File: src/rtl/iram_loader_pkg.sv
// Shared monitor-link definitions for the instruction RAM loader:
// opcodes, FSM state encodings and small helpers.
package iram_loader_pkg;

    localparam int WORD_W = 32;
    localparam int BYTE_W = 8;

    localparam logic [7:0] OP_WRITE = 8'h57;
    localparam logic [7:0] OP_READ  = 8'h52;
    localparam logic [7:0] OP_GO    = 8'h47;

    localparam logic [2:0] ST_IDLE  = 3'd0;
    localparam logic [2:0] ST_ADDR  = 3'd1;
    localparam logic [2:0] ST_CNT   = 3'd2;
    localparam logic [2:0] ST_WDATA = 3'd3;
    localparam logic [2:0] ST_RREQ  = 3'd4;
    localparam logic [2:0] ST_RWAIT = 3'd5;
    localparam logic [2:0] ST_RSEND = 3'd6;
    localparam logic [2:0] ST_GO    = 3'd7;

    typedef enum logic [1:0] {
        CMD_WRITE,
        CMD_READ,
        CMD_GO
    } cmd_e;

    function automatic logic isReadState(input logic [2:0] st);
        return (st == ST_RREQ) || (st == ST_RWAIT) || (st == ST_RSEND);
    endfunction

endpackage

File: src/rtl/iram_byte_shifter.sv
// Shared 32-bit shift register: assembles little-endian words from incoming
// bytes and serializes captured words back out LSB first.
module iram_byte_shifter
    import iram_loader_pkg::*;
(
    input  logic              clk,
    input  logic              rst_n,
    input  logic              shift_in_i,
    input  logic [BYTE_W-1:0] byte_i,
    input  logic              load_i,
    input  logic [WORD_W-1:0] word_i,
    input  logic              shift_out_i,
    output logic [WORD_W-1:0] assembled_o,
    output logic [BYTE_W-1:0] byte_o
);

    logic [WORD_W-1:0] word_q;

    // New bytes enter at the top so the first byte ends up in bits [7:0].
    assign assembled_o = {byte_i, word_q[WORD_W-1:BYTE_W]};
    assign byte_o      = word_q[BYTE_W-1:0];

    always_ff @(posedge clk or negedge rst_n) begin
        if (!rst_n) begin
            word_q <= '0;
        end else if (load_i) begin
            word_q <= word_i;
        end else if (shift_in_i) begin
            word_q <= assembled_o;
        end else if (shift_out_i) begin
            word_q <= {{BYTE_W{1'b0}}, word_q[WORD_W-1:BYTE_W]};
        end
    end

endmodule

File: src/rtl/iram_loader.sv
// Monitor-link command engine that writes, reads back and launches code in
// the instruction RAM from a byte stream (write 'W', read 'R', go 'G').
module iram_loader
    import iram_loader_pkg::*;
#(
    parameter int IWIDTH = 12
) (
    input  logic              clk,
    input  logic              rst_n,
    input  logic [7:0]        rx_data,
    input  logic              rx_valid,
    output logic [7:0]        tx_data,
    output logic              tx_valid,
    input  logic              tx_ready,
    output logic [IWIDTH-1:0] i_ram_wadr,
    output logic [31:0]       i_ram_wdata,
    output logic              i_ram_wen,
    output logic [IWIDTH-1:0] i_ram_radr,
    input  logic [31:0]       i_ram_rdata,
    output logic              i_read_sel,
    output logic              cpu_start,
    output logic [29:0]       start_adr,
    output logic              busy
);

    logic [2:0]        state_q, state_d;
    cmd_e              cmd_q, cmd_d;
    logic [1:0]        byteCnt_q, byteCnt_d;
    logic [31:0]       addr_q, addr_d;
    logic [15:0]       count_q, count_d;
    logic              wen_q, wen_d;
    logic [IWIDTH-1:0] wadr_q, wadr_d;
    logic [31:0]       wdata_q, wdata_d;
    logic [29:0]       startAdr_q, startAdr_d;

    logic [31:0] assembled;
    logic [7:0]  txByte;
    logic        txFire;

    assign tx_valid    = (state_q == ST_RSEND);
    assign txFire      = tx_valid && tx_ready;
    assign tx_data     = tx_valid ? txByte : 8'h00;
    assign i_ram_wen   = wen_q;
    assign i_ram_wadr  = wadr_q;
    assign i_ram_wdata = wdata_q;
    assign i_ram_radr  = addr_q[IWIDTH+1:2];
    assign i_read_sel  = isReadState(state_q);
    assign cpu_start   = (state_q == ST_GO);
    assign start_adr   = startAdr_q;
    assign busy        = (state_q != ST_IDLE);

    iram_byte_shifter u_shifter (
        .clk         (clk),
        .rst_n       (rst_n),
        .shift_in_i  ((state_q == ST_WDATA) && rx_valid),
        .byte_i      (rx_data),
        .load_i      (state_q == ST_RWAIT),
        .word_i      (i_ram_rdata),
        .shift_out_i (txFire),
        .assembled_o (assembled),
        .byte_o      (txByte)
    );

    always_comb begin
        state_d    = state_q;
        cmd_d      = cmd_q;
        byteCnt_d  = byteCnt_q;
        addr_d     = addr_q;
        count_d    = count_q;
        wen_d      = 1'b0;
        wadr_d     = wadr_q;
        wdata_d    = wdata_q;
        startAdr_d = startAdr_q;

        case (state_q)
            ST_IDLE: begin
                byteCnt_d = 2'd0;
                if (rx_valid) begin
                    if (rx_data == OP_WRITE) begin
                        cmd_d   = CMD_WRITE;
                        state_d = ST_ADDR;
                    end else if (rx_data == OP_READ) begin
                        cmd_d   = CMD_READ;
                        state_d = ST_ADDR;
                    end else if (rx_data == OP_GO) begin
                        cmd_d   = CMD_GO;
                        state_d = ST_ADDR;
                    end
                end
            end
            ST_ADDR: begin
                if (rx_valid) begin
                    addr_d    = {addr_q[23:0], rx_data};
                    byteCnt_d = byteCnt_q + 2'd1;
                    if (byteCnt_q == 2'd3) begin
                        if (cmd_q == CMD_GO) begin
                            state_d    = ST_GO;
                            startAdr_d = addr_d[31:2];
                        end else begin
                            state_d = ST_CNT;
                        end
                    end
                end
            end
            ST_CNT: begin
                if (rx_valid) begin
                    count_d = {count_q[7:0], rx_data};
                    if (byteCnt_q == 2'd0) begin
                        byteCnt_d = 2'd1;
                    end else begin
                        byteCnt_d = 2'd0;
                        if (count_d == 16'd0)        state_d = ST_IDLE;
                        else if (cmd_q == CMD_WRITE) state_d = ST_WDATA;
                        else                         state_d = ST_RREQ;
                    end
                end
            end
            ST_WDATA: begin
                if (rx_valid) begin
                    byteCnt_d = byteCnt_q + 2'd1;
                    if (byteCnt_q == 2'd3) begin
                        wen_d   = 1'b1;
                        wadr_d  = addr_q[IWIDTH+1:2];
                        wdata_d = assembled;
                        addr_d  = addr_q + 32'd4;
                        count_d = count_q - 16'd1;
                        if (count_q == 16'd1) state_d = ST_IDLE;
                    end
                end
            end
            ST_RREQ: begin
                state_d = ST_RWAIT;
            end
            // The read word lands in the shifter this cycle, so advance now.
            ST_RWAIT: begin
                state_d   = ST_RSEND;
                byteCnt_d = 2'd0;
                addr_d    = addr_q + 32'd4;
                count_d   = count_q - 16'd1;
            end
            ST_RSEND: begin
                if (txFire) begin
                    byteCnt_d = byteCnt_q + 2'd1;
                    if (byteCnt_q == 2'd3) begin
                        state_d = (count_q != 16'd0) ? ST_RREQ : ST_IDLE;
                    end
                end
            end
            default: begin
                state_d = ST_IDLE;
            end
        endcase
    end

    always_ff @(posedge clk or negedge rst_n) begin
        if (!rst_n) begin
            state_q    <= ST_IDLE;
            cmd_q      <= CMD_WRITE;
            byteCnt_q  <= 2'd0;
            addr_q     <= '0;
            count_q    <= '0;
            wen_q      <= 1'b0;
            wadr_q     <= '0;
            wdata_q    <= '0;
            startAdr_q <= '0;
        end else begin
            state_q    <= state_d;
            cmd_q      <= cmd_d;
            byteCnt_q  <= byteCnt_d;
            addr_q     <= addr_d;
            count_q    <= count_d;
            wen_q      <= wen_d;
            wadr_q     <= wadr_d;
            wdata_q    <= wdata_d;
            startAdr_q <= startAdr_d;
        end
    end

endmodule

File: config.mk
export PLATFORM = sky130hd
export DESIGN_NAME = iram_loader
export DESIGN_NICKNAME = d
export VERILOG_FILES = /design/src/rtl/iram_loader_pkg.sv /design/src/rtl/iram_byte_shifter.sv /design/src/rtl/iram_loader.sv
export SDC_FILE = /design/constraint.sdc
export NUM_CORES = 1
export LEC_CHECK = 0
export CAP_MARGIN = 30
export CORE_ASPECT_RATIO = 1.25
export CORE_MARGIN = 2
export CORE_UTILIZATION = 57
export CTS_BUF_LIST = sky130_fd_sc_hd__clkbuf_16
export DETAILED_ROUTE_END_ITERATION = 8
export GPL_ROUTABILITY_DRIVEN = 0
export PLACE_DENSITY = 0.95
export SETUP_SLACK_MARGIN = 0.5
export SLEW_MARGIN = 0
export SYNTH_ARGS = -nofsm -noshare
export SYNTH_HDL_FRONTEND = slang
export SYNTH_HIERARCHICAL = 1
export SYNTH_SLANG_ARGS = --single-unit
File: constraint.sdc
create_clock -name clk -period 6.34 [get_ports clk]
set_input_delay 0.634 -clock clk [delete_from_list [all_inputs] [get_ports clk]]
set_output_delay 0.634 -clock clk [all_outputs]
set_load 0.03 [all_outputs]
## After elaboration in Yosys (flattened, before gate mapping)

Cells that the tools add are included.

| storage, ports and cells | value |
|---|---|
| output and inout port bits | 99 |
| flip-flop bits (word level) | 162 |
| logic and storage cells | 103 |

| operators by class | value |
|---|---|
| add/sub/neg operators | 3 |
| muxes and demuxes | 41 |
| reduce and logical (&&, ||, !) cells | 24 |
| equal/unequal tests | 25 |

Operators by type and width:

| kind | count |
|---|---|
| two-way mux 32 bit | 6 |
| case mux 32 bit (3 select lines) | 1 |
| two-way mux 3 bit | 17 |
| two-way mux 16 bit | 3 |
| case mux 16 bit (3 select lines) | 1 |
| adder 32 x 3 -> 32 bit, second input constant | 1 |
| equality test 8 x 7 -> 1 bit, second input constant | 3 |
| case mux 3 bit (7 select lines) | 1 |
| equality test 16 x 1 -> 1 bit, second input constant | 1 |
| zero test 16 bit | 1 |
| AND reduction 4 bit | 4 |
| nonzero test 16 bit | 1 |
| subtractor 16 x 1 -> 16 bit, second input constant | 1 |
| nonzero test 3 bit | 5 |
| equality test 3 bit, second input constant | 4 |
| two-way mux 2 bit | 6 |
| inequality test 2 bit, second input constant | 6 |
| AND reduction 11 bit | 1 |
| inequality test 2 x 1 -> 1 bit, second input constant | 5 |
| two-way mux 8 bit | 1 |
| case mux 2 bit (4 select lines) | 1 |
| equality test 3 x 2 -> 1 bit, second input constant | 2 |
| AND reduction 3 bit | 2 |
| equality test 2 bit, second input constant | 2 |
| other kinds (10) | 17 |

## Longest topological paths before layout

Gate-level depths: netlist of run 1.

| depth | value |
|---|---|
| depth after elaboration | 6 |
| gate-level depth with buffers | 8 |
| gate-level depth less buffers | 7 |

## By module

The synthesis of run 1 kept the hierarchy.

Modules (own cells, without submodules):

| module | instances | cells an instance | area an instance (sq um) |
|---|---|---|---|
| iram_loader | 1 | 596 | 6199.7 |
| iram_byte_shifter | 1 | 165 | 1766.7 |

## Worst setup path after synthesis of run 1

No wires, ideal clock.

| timing | value |
|---|---|
| path kind | reg2out |
| from | register state_q[2] |
| to | output i_read_sel |
| data arrival time | 1.649 ns |
| path buffers | 2 |
| setup slack | 4.057 ns |
| stages on the path, launching flop included | 4 |
| required time | 5.706 ns |
| cells stage by stage | dfrtp_1 -> buf_2 -> clkbuf_1 -> a21boi_0 |

| on the way | value |
|---|---|
| word-level cells in the longest chain between the ends | 3 |

Ends and longest elaborated chain:

| element | line | text |
|---|---|---|
| start: declaration | iram_loader.sv:26 | `logic [2:0] state_q, state_d;` |
| start signal: assignment | iram_loader.sv:167 | `state_q <= state_d;` |
| equality test 3 bit | iram_loader_pkg.sv:28 | `return (st == ST_RREQ) \|\| (st == ST_RWAIT) \|\| (st == ST_RSEND);` |
| logical OR 1 bit | iram_loader_pkg.sv:28 |  |
| logical OR 1 bit (*) | iram_loader_pkg.sv:28 |  |
| end: declaration | iram_loader.sv:20 | `output logic i_read_sel,` |

Every way passes the cells marked *; elsewhere a longest branch is shown, timed or not.

## Final worst setup path of run 1

| timing | value |
|---|---|
| from | register state_q[1] |
| to | output tx_data[1] |

| on the way | value |
|---|---|
| word-level cells in the longest chain between the ends | 2 |

Ends and longest elaborated chain:

| element | line | text |
|---|---|---|
| equality test 3 bit | iram_loader.sv:40 | `assign tx_valid = (state_q == ST_RSEND);` |
| two-way mux 8 bit | iram_loader.sv:42 | `assign tx_data = tx_valid ? txByte : 8'h00;` |
| end: declaration | iram_loader.sv:12 | `output logic [7:0] tx_data,` |

Every way passes these cells.

==> results of run 1 <==
-- metrics by stage --
stage	std cells	total power (uW)	worst slack [ns]	cell area, um^2	hold WS, ns
4_1_cts	1039	3546	2.971	9864	0.2497
3_3_place_gp	1005	2461	3.049	9235	0.4612
5_1_grt	1039	3689	2.794	9864	0.2849
2_1_floorplan	761	2071	4.057	7966	0.3384
3_5_place_dp	1007	2513	3.035	9275	0.4737
6_report	1039	3542	2.930	9864	0.2174
-- worst min path at each step --
stage | from | to | slack [ns] | cells after the start
6_report | rst_n | i_ram_wadr[0] | 0.22 | 1
5_1_grt | rst_n | i_ram_wadr[0] | 0.28 | 1
4_1_cts | rst_n | i_ram_wadr[0] | 0.25 | 1
3_5_place_dp | start_adr[2] | start_adr[2] | 0.47 | 1
3_3_place_gp | i_ram_wadr[10] | i_ram_wadr[10] | 0.46 | 2
2_1_floorplan | rst_n | addr_q[0] | 0.34 | 0
-- per-layer routing --
metal / up-vias / share of wire [%]
met4: 0 / 2.9
met2: 348 / 51
li1: 2976 / -
met3: 65 / 6.7
met1: 3232 / 39
met5: - / 0
-- critical path, stage by stage, from the launching register on --
cell	delay [ns]
dfrtp_1	0.73
nor2b_1	0.64
and3_1	0.28
clkdlybuf4s50_1	0.70
-- cell usage after synthesis, types with 10 or more instances --
master,instances
inv_1,16
buf_4,23
nand3_1,15
o21ai_0,31
buf_2,24
o22ai_1,10
mux2_2,44
nand2_1,47
a21oi_1,60
dfrtp_1,154
mux2_1,30
and3_1,16
nor2b_1,40
nor3_1,18
a221o_1,26
nor4b_1,26
clkbuf_1,28
nor2_1,32
-- where the power goes --
group	switching [uW]	total (uW)	leakage, uW	internal (uW)
clock	444	1030	0.000286	588
sequential	188	1370	0.00196	1180
combinational	631	1140	0.00197	513
-- cells by family after synthesis --
logic type,Yosys count,synth area share (%)
XOR/XNOR,2,0.2199
buffers and inverters,97,6.314
multiplexers,77,10.84
flip-flops,154,48.37
adder cells (fa/ha/maj),6,0.9423
AO/OA/AOI/OAI,181,15.31
AND/OR/NAND/NOR,244,18.00
-- area by class of cell --
class	count	share of cell area [%]
Clock inverter	15	1.662
Multi-Input combinational cell	510	36.69
Inverter	16	0.6088
Tap cell	175	2.220
Clock buffer	17	4.313
Timing Repair Buffer	152	15.44
Sequential cell	154	39.07
-- sequential cells by signal, indices dropped and copies added (netlist names) --
register and cells:
i_ram_wdata 32, u_shifter/word_q 32, start_adr 30, addr_q 24, count_q 16, i_ram_wadr 12, state_q 3, byteCnt_q 2
cmd_q 2, i_ram_wen 1
==> results.sh, run 1 <==
export IMPL_dieArea_mm2=0.01494
export IMPL_rsz0062_at_grt="false"
export IMPL_synth_top_area_share_pct=48.37
export IMPL_fp_dieH_um=136.2
export IMPL_drc=0
export IMPL_status="complete, no violations"
export IMPL_grt_pass1_vias=6335
export IMPL_ys_flop_type="dfrtp_1"
export IMPL_synth_seq_area_share_pct=48.37
export IMPL_start_util_pct=57.92
export IMPL_cts_root_buf="clkbuf_16"
export IMPL_path_max_fanout=18
export IMPL_vias=6621
export IMPL_tritoncts="built"
export IMPL_rows=48
export IMPL_r2r_start="state_q[2]"
export IMPL_hold_path_class="in2async"
export IMPL_fmax_ghz=0.2933
export IMPL_fin_crit_sh_pct=53.78
export IMPL_rrSetupSlack_ns=3.05
export IMPL_cts_hold_buf=0
export IMPL_final_common_cell="dfrtp_1"
export IMPL_grt_busiest_layer="met2"
export IMPL_die_x_um=109.7
export IMPL_hold_viol_final=0
export IMPL_ff2ff_path_depth=7
export IMPL_synth_area_mm2=0.007966
export IMPL_cts_buffers=17
export IMPL_post_cts_resized=0
export IMPL_ys_ff_latch=154
export IMPL_seqCellArea_mm2=0.003854
export IMPL_fin_crit_ns=3.410
export IMPL_dr_pass1_iters=7
export IMPL_path_clk_slew_ns=0.06
export IMPL_utilization_pct=71.72
export IMPL_layout_common_cells="154 x dfrtp_1, 141 x clkdlybuf4s50_1, 60 x a21oi_1"
export IMPL_antenna_cells=0
export IMPL_io_pins=143
export IMPL_p_leak_uw=0.004218
export IMPL_crit_path_start_kind="register"
export IMPL_max_cap_violations=0
export IMPL_cp_endpoint="tx_data[1]"
export IMPL_ys_async_sr_fraction_pct=100.0
export IMPL_worstMarginPinSlew_ns=0.9131
export IMPL_fin_nets=901
export IMPL_wl_per_cell_um=20.00
export IMPL_wirelength_um=20780
export IMPL_startpoint="state_q[1]"
export IMPL_num_fill_cells=896
export IMPL_end_kind="primary output"
export IMPL_cts_buffer_depth=2
export IMPL_grt_max_degree=89
export IMPL_ir_drop_mv=0.2933
export IMPL_met2_usage_pct=48.39
export IMPL_power_density_mw_per_mm2=359.1
export IMPL_synthCells=761
export IMPL_yosysWarnings=6
export IMPL_h_tree_depth=4
export IMPL_coreArea_mm2=0.01375
export IMPL_yosys_area_top_type="dfrtp_1"
export IMPL_tns_ns=0
export IMPL_slew_viol_final=0
export IMPL_clkLatencyLatePin_ns=0.43
export IMPL_place_hpwl_um=13690
export IMPL_cts_setup_buffers=0
export IMPL_vias_per_cell=6.372
export IMPL_drive_gt1_share_pct=11.34
export IMPL_ant_nets=0
export IMPL_antenna_found_initial=0
export IMPL_post_synth_cell_area_avg_um2=10.47
export IMPL_portBuffers=142
export IMPL_crit_required_ns=5.71
export IMPL_r2r_end="start_adr[12]"
export IMPL_synth_cell_types=61
export IMPL_multiInputGateArea_mm2=0.003620
export IMPL_met3_usage_pct=6.376
export IMPL_synth_area_top_cells="dfrtp_1 48%, mux2_2 6.2%, mux2_1 4.2%"
export IMPL_cts_sinks=154
export IMPL_synth_edff_count=0
export IMPL_crit_type="reg2out"
export IMPL_critPathArrivalTime_ns=2.78
export IMPL_use_met1_pct=35.85
export IMPL_drtIter0Drc=794
export IMPL_grtUsageTotal_pct=28.76
export IMPL_setup_viol=0
export IMPL_fin_skew_ns=0.008270
export IMPL_slew_headroom_pct=39.13
export IMPL_grt_first_pass_wirelength_um=33010
export IMPL_syn_nets=811
export IMPL_globalRouteOverflowTotal=0
export IMPL_area_delta_synth_final_pct=23.83
Power figures use the tool's default switching activity.
==> run 2: changes to the inputs <==
- CORE_UTILIZATION: 57 -> 48
- PLACE_DENSITY: 0.95 -> 0.88
- clock period: 6.34 -> 3.1 ns (I/O delays scaled with it)
==> run 2 against run 1 <==
Utilization decreased by 9.8 points. Clock-buffer cell count unchanged. Sequential share of layout area decreased by 0.64 points. Die area increased by 18%. Clock power increased by 100%. Cell area increased by 1.8%. Cell count increased by 5.0%. Total power increased by 100%. Largest cell class unchanged.
==> results.sh, run 2 (same netlist as run 1, synthesis figures left out) <==
export IMPL_status="complete, no violations"
export IMPL_drtIter0Drc=408
export IMPL_io_pins=143
export IMPL_p_comb_share_pct=32.3
export IMPL_layout_common_cells="151 x dfrtp_1, 138 x clkdlybuf4s50_1, 60 x a21oi_1"
export IMPL_portBuffers=142
export IMPL_critPathArrivalTime_ns=2.22
export IMPL_setup_viol=0
export IMPL_slew_headroom_pct=40.35
export IMPL_path_clk_slew_ns=0.06
export IMPL_cts_buffers=17
export IMPL_tns_ns=0
export IMPL_ant_nets=0
export IMPL_crit_required_ns=2.79
export IMPL_worstMarginPinSlew_ns=0.8947
export IMPL_die_x_um=119.2
export IMPL_setup_slack_ns=0.5742
export IMPL_h_tree_depth=4
export IMPL_rows=52
export IMPL_ir_drop_mv=0.5637
export IMPL_fin_skew_ns=0.01170
export IMPL_switchingPower_uw=2520
export IMPL_path_max_fanout=20
export IMPL_place_ws_ns=0.5386
export IMPL_grt_pass1_vias=6263
export IMPL_crit_path_start_kind="register"
export IMPL_p_clk_share_pct=29.1
export IMPL_grtUsageTotal_pct=23.69
export IMPL_wirelength_um=20510
export IMPL_grt_max_degree=89
export IMPL_power_density_mw_per_mm2=722.3
export IMPL_grt_first_pass_wirelength_um=32910
export IMPL_globalRouteOverflowTotal=0
export IMPL_area_delta_synth_final_pct=26.01
export IMPL_final_common_cell="dfrtp_1"
export IMPL_drc=0
export IMPL_place_hpwl_um=14080
export IMPL_coreArea_mm2=0.01620
export IMPL_slew_viol_final=0
export IMPL_timing_hold_ws_ns=0.4536
export IMPL_start_util_pct=49.17
export IMPL_tritoncts="built"
export IMPL_fin_nets=912
export IMPL_wl_per_cell_um=18.80
export IMPL_rsz0062_at_grt="false"
export IMPL_internal_power_uw=4731
export IMPL_p_leak_uw=0.004319
export IMPL_fp_dieH_um=148.0
export IMPL_cts_setup_buffers=0
export IMPL_cts_root_buf="clkbuf_16"
export IMPL_drive_gt1_share_pct=12.70
export IMPL_vias=6557
export IMPL_antenna_found_initial=1
export IMPL_fmax_ghz=0.3959
export IMPL_end_kind="primary output"
export IMPL_hold_path_class="in2async"
export IMPL_fin_crit_sh_pct=81.48
export IMPL_max_cap_violations=0
export IMPL_vias_per_cell=6.010
export IMPL_cts_sinks=154
export IMPL_cts_buffer_depth=2
export IMPL_swShare_pct=34.75
export IMPL_hold_viol_final=0
export IMPL_fin_crit_ns=2.526
export IMPL_crit_type="reg2out"
export IMPL_seq_power_share_pct=38.6
export IMPL_clkLatencyLatePin_ns=0.43
export IMPL_dr_pass1_iters=7
export IMPL_dieArea_mm2=0.01765
run 2: cell types whose count changed in the layout (fill, tap and decap cells not counted), sizes merged, moves of 2 or more:
| cell | change |
|---|---|
| clkinvlp | +2 |
| dlymetal6s2s | +3 |
| clkdlybuf4s50 | -3 |
| inv | -4 |
| buf | +10 |
run 2: worst max-delay path, stage by stage, from the launching register on:
cell and delay, ns:
dfrtp_2 0.52, buf_4 0.21, a21boi_0 0.31, clkdlybuf4s50_1 0.74
run 2: per-stage QoR:
stage / util [%] / power, uW / std cells / area (um^2)
finish: 61.96 / 7251 / 1091 / 10040
global route: 61.96 / 7578 / 1091 / 10040
CTS: 61.87 / 7283 / 1090 / 10020
detailed placement: 58.11 / 5148 / 1058 / 9414
global placement: 58.11 / 5085 / 1058 / 9414
floorplan: - / 4236 / 761 / 7966
run 2: cell type report:
cell class / instances / area, um^2
Sequential cell: 154 / 3857
Clock buffer: 17 / 425.4
Tap cell: 216 / 270.3
Fill cell: 1246 / 6162
Antenna cell: 1 / 2.502
Multi-Input combinational cell: 510 / 3623
Inverter: 16 / 60.06
Timing Repair Buffer: 163 / 1628
Clock inverter: 14 / 171.4
run 2: layer usage:
layer / vias to the layer above / share of wire (%) / wire, um / track usage (%)
li1: 3000 / - / - / -
met1: 3238 / 39 / 8030 / 28.85
met2: 277 / 52 / 10600 / 40.37
met3: 42 / 6.3 / 1297 / 4.861
met4: 0 / 2.8 / 583 / 11.01
met5: - / 0 / 0 / 0
run 2: what timing repair did:
action,in CTS,in global routing
hold buffers,1,0
setup endpoints to repair,6,35
hold endpoints to repair,66,0
resized for setup,2,6
run 2: power by group through the flow:
stage | logic [uW] | registers (uW) | clock network (uW)
global route | 2520 | 2850 | 2210
detailed placement | 2330 | 2810 | 0
CTS | 2360 | 2790 | 2140
floorplan | 1060 | 3180 | 0
finish | 2340 | 2800 | 2110
global placement | 2280 | 2800 | 0
run 2: worst paths after layout:
check	start	end	slack, ns	cells past startpoint
max	state_q[0]	i_read_sel	0.57	3
min	rst_n	count_q[10]	0.45	2
max reg2reg	byteCnt_q[0]	start_adr[16]	0.75	7
min reg2reg	start_adr[17]	start_adr[17]	0.48	1
max in group asynchronous	rst_n	start_adr[14]	1.76	3
min in group clk	i_ram_rdata[25]	u_shifter/word_q[25]	0.46	3
==> run 3: changes to the inputs <==
- CORE_UTILIZATION: 48 -> 53
- PLACE_DENSITY: 0.88 -> 0.91
- clock period: 3.1 -> 2.4 ns (I/O delays scaled with it)
==> run 3 against run 2 <==
Clock-buffer cell count is the same. First-iteration DRC count increased by 89%. Die area down 9.2%. Global-route usage rose by 5.8 points. Critical path depth up 2. Sequential power up 28%. Combinational power increased by 49%. Largest cell class unchanged. Highest routed layer unchanged.
==> results.sh, run 3 (same netlist as run 1, synthesis figures left out) <==
export IMPL_status="complete, no violations"
export IMPL_fin_crit_ns=2.006
export IMPL_fin_crit_sh_pct=83.59
export IMPL_end_kind="primary output"
export IMPL_hold_path_class="in2async"
export IMPL_worstMarginPinSlew_ns=0.5753
export IMPL_globalRouteOverflowTotal=0
export IMPL_internal_power_uw=6199
export IMPL_ff2ff_path_depth=9
export IMPL_cts_sinks=154
export IMPL_antenna_found_initial=0
export IMPL_die_x_um=113.7
export IMPL_wirelength_um=24180
export IMPL_cts_root_buf="clkbuf_16"
export IMPL_tns_ns=0
export IMPL_cts_buffer_depth=2
export IMPL_coreArea_mm2=0.01483
export IMPL_p_clk_share_pct=26.9
export IMPL_p_comb_share_pct=36.0
export IMPL_place_ws_ns=0.1794
export IMPL_setup_slack_ns=0.3937
export IMPL_setup_viol=0
export IMPL_start_util_pct=53.73
export IMPL_grt_pass1_vias=6990
export IMPL_swShare_pct=35.95
export IMPL_critPathArrivalTime_ns=1.77
export IMPL_hold_viol_final=0
export IMPL_path_clk_slew_ns=0.06
export IMPL_p_leak_uw=0.004660
export IMPL_crit_path_start_kind="register"
export IMPL_rsz0062_at_grt="true"
export IMPL_dr_pass1_iters=5
export IMPL_antenna_cells=0
export IMPL_io_pins=143
export IMPL_grt_first_pass_wirelength_um=36890
export IMPL_layout_common_cells="145 x dfrtp_1, 117 x clkdlybuf4s50_1, 58 x a21oi_1"
export IMPL_crit_required_ns=2.16
export IMPL_max_cap_violations=0
export IMPL_drtIter0Drc=772
export IMPL_fin_skew_ns=0.009095
export IMPL_grtUsageTotal_pct=29.49
export IMPL_seq_power_share_pct=37.1
export IMPL_vias_per_cell=6.514
export IMPL_drc=0
export IMPL_ant_nets=0
export IMPL_clkLatencyLatePin_ns=0.43
export IMPL_drive_gt1_share_pct=21.54
export IMPL_rows=50
export IMPL_power_uw=9678
export IMPL_dieArea_mm2=0.01603
export IMPL_grt_max_degree=61
export IMPL_slew_headroom_pct=61.29
export IMPL_power_density_mw_per_mm2=911.1
export IMPL_vias=7205
export IMPL_wl_per_cell_um=21.86
export IMPL_final_common_cell="dfrtp_1"
export IMPL_h_tree_depth=4
export IMPL_slew_viol_final=0
export IMPL_path_max_fanout=7
export IMPL_crit_type="reg2out"
export IMPL_area_delta_synth_final_pct=33.34
export IMPL_switchingPower_uw=3480
export IMPL_fmax_ghz=0.4984
export IMPL_portBuffers=142
export IMPL_cts_buffers=17
export IMPL_ir_drop_mv=0.6752
export IMPL_place_hpwl_um=14720
export IMPL_fp_dieH_um=141.1
export IMPL_fin_nets=961
export IMPL_tritoncts="built"
## run 3: cell types whose count changed in the layout (fill, tap and decap cells not counted), moves of 4 or more
cell | before | now
clkdlybuf4s50_1 | 138 | 117
buf_6 | 1 | 14
dfrtp_2 | 3 | 8
dlygate4sd2_1 | 0 | 8
buf_12 | 3 | 8
dfrtp_1 | 151 | 145
inv_1 | 16 | 20
buf_4 | 17 | 53
## run 3: area by class of cell
cell class	instances	area, um^2
fillers	923	4204
clock inverters	15	136.4
multi-input cells	510	3790
well taps	182	227.7
flip-flops and latches	154	3867
clock buffers	17	425.4
repair buffers	212	2116
inverters	16	60.06
## run 3: through the flow
step,instances,hold WS (ns),util (%),area (um^2)
floorplan,761,-0.05559,-,8029
global placement,1045,0.1906,64.57,9574
detailed placement,1045,0.1986,64.57,9574
CTS,1098,0.3104,70.38,10440
global route,1106,0.3389,71.65,10620
finish,1106,0.3105,71.65,10620
## run 3: metal layers
layer	track usage, %	share of wire (%)	vias to the layer above
li1	-	-	3087
met1	34.16	36	3560
met2	49.42	51	448
met3	7.825	7.6	110
met4	16.69	5.6	0
met5	0	0	-
## run 3: final timing paths
path                            startpoint                    to  slack, ns
setup / recovery                state_q[1]            tx_data[3]       0.39
max in group asynchronous            rst_n       i_ram_wdata[30]       1.37
min in group clk           i_ram_rdata[30]  u_shifter/word_q[30]       0.42
setup reg to reg                state_q[1]            state_q[0]       0.41
hold reg to reg              start_adr[27]         start_adr[27]       0.48
hold / removal                       rst_n            addr_q[22]       0.31
## run 3: what timing repair did
action / 4_1_cts / 5_1_grt
setup endpoints to repair: 153 / 113
setup buffers: 17 / 8
resized for setup: 49 / 46
cloned: 3 / 0
endpoints found under the hold margin: 40 / 0
hold buffers: 1 / 0
pin swaps: 0 / 12
## run 3: power groups by stage
stage                     registers [uW]  logic, uW  clock network [uW]
after floorplan                     4110       1380                   0
after global placement              3590       3090                   0
after detailed placement            3620       3180                   0
after CTS                           3560       3340                2620
after global routing                3650       3660                2730
final                               3590       3480                2600
## run 3: critical path, cell delays in order (launching register included)
cell and delay [ns]:
dfrtp_2 0.47, buf_12 0.14, nor2b_4 0.22, buf_6 0.16
and3_1 0.20, buf_6 0.14
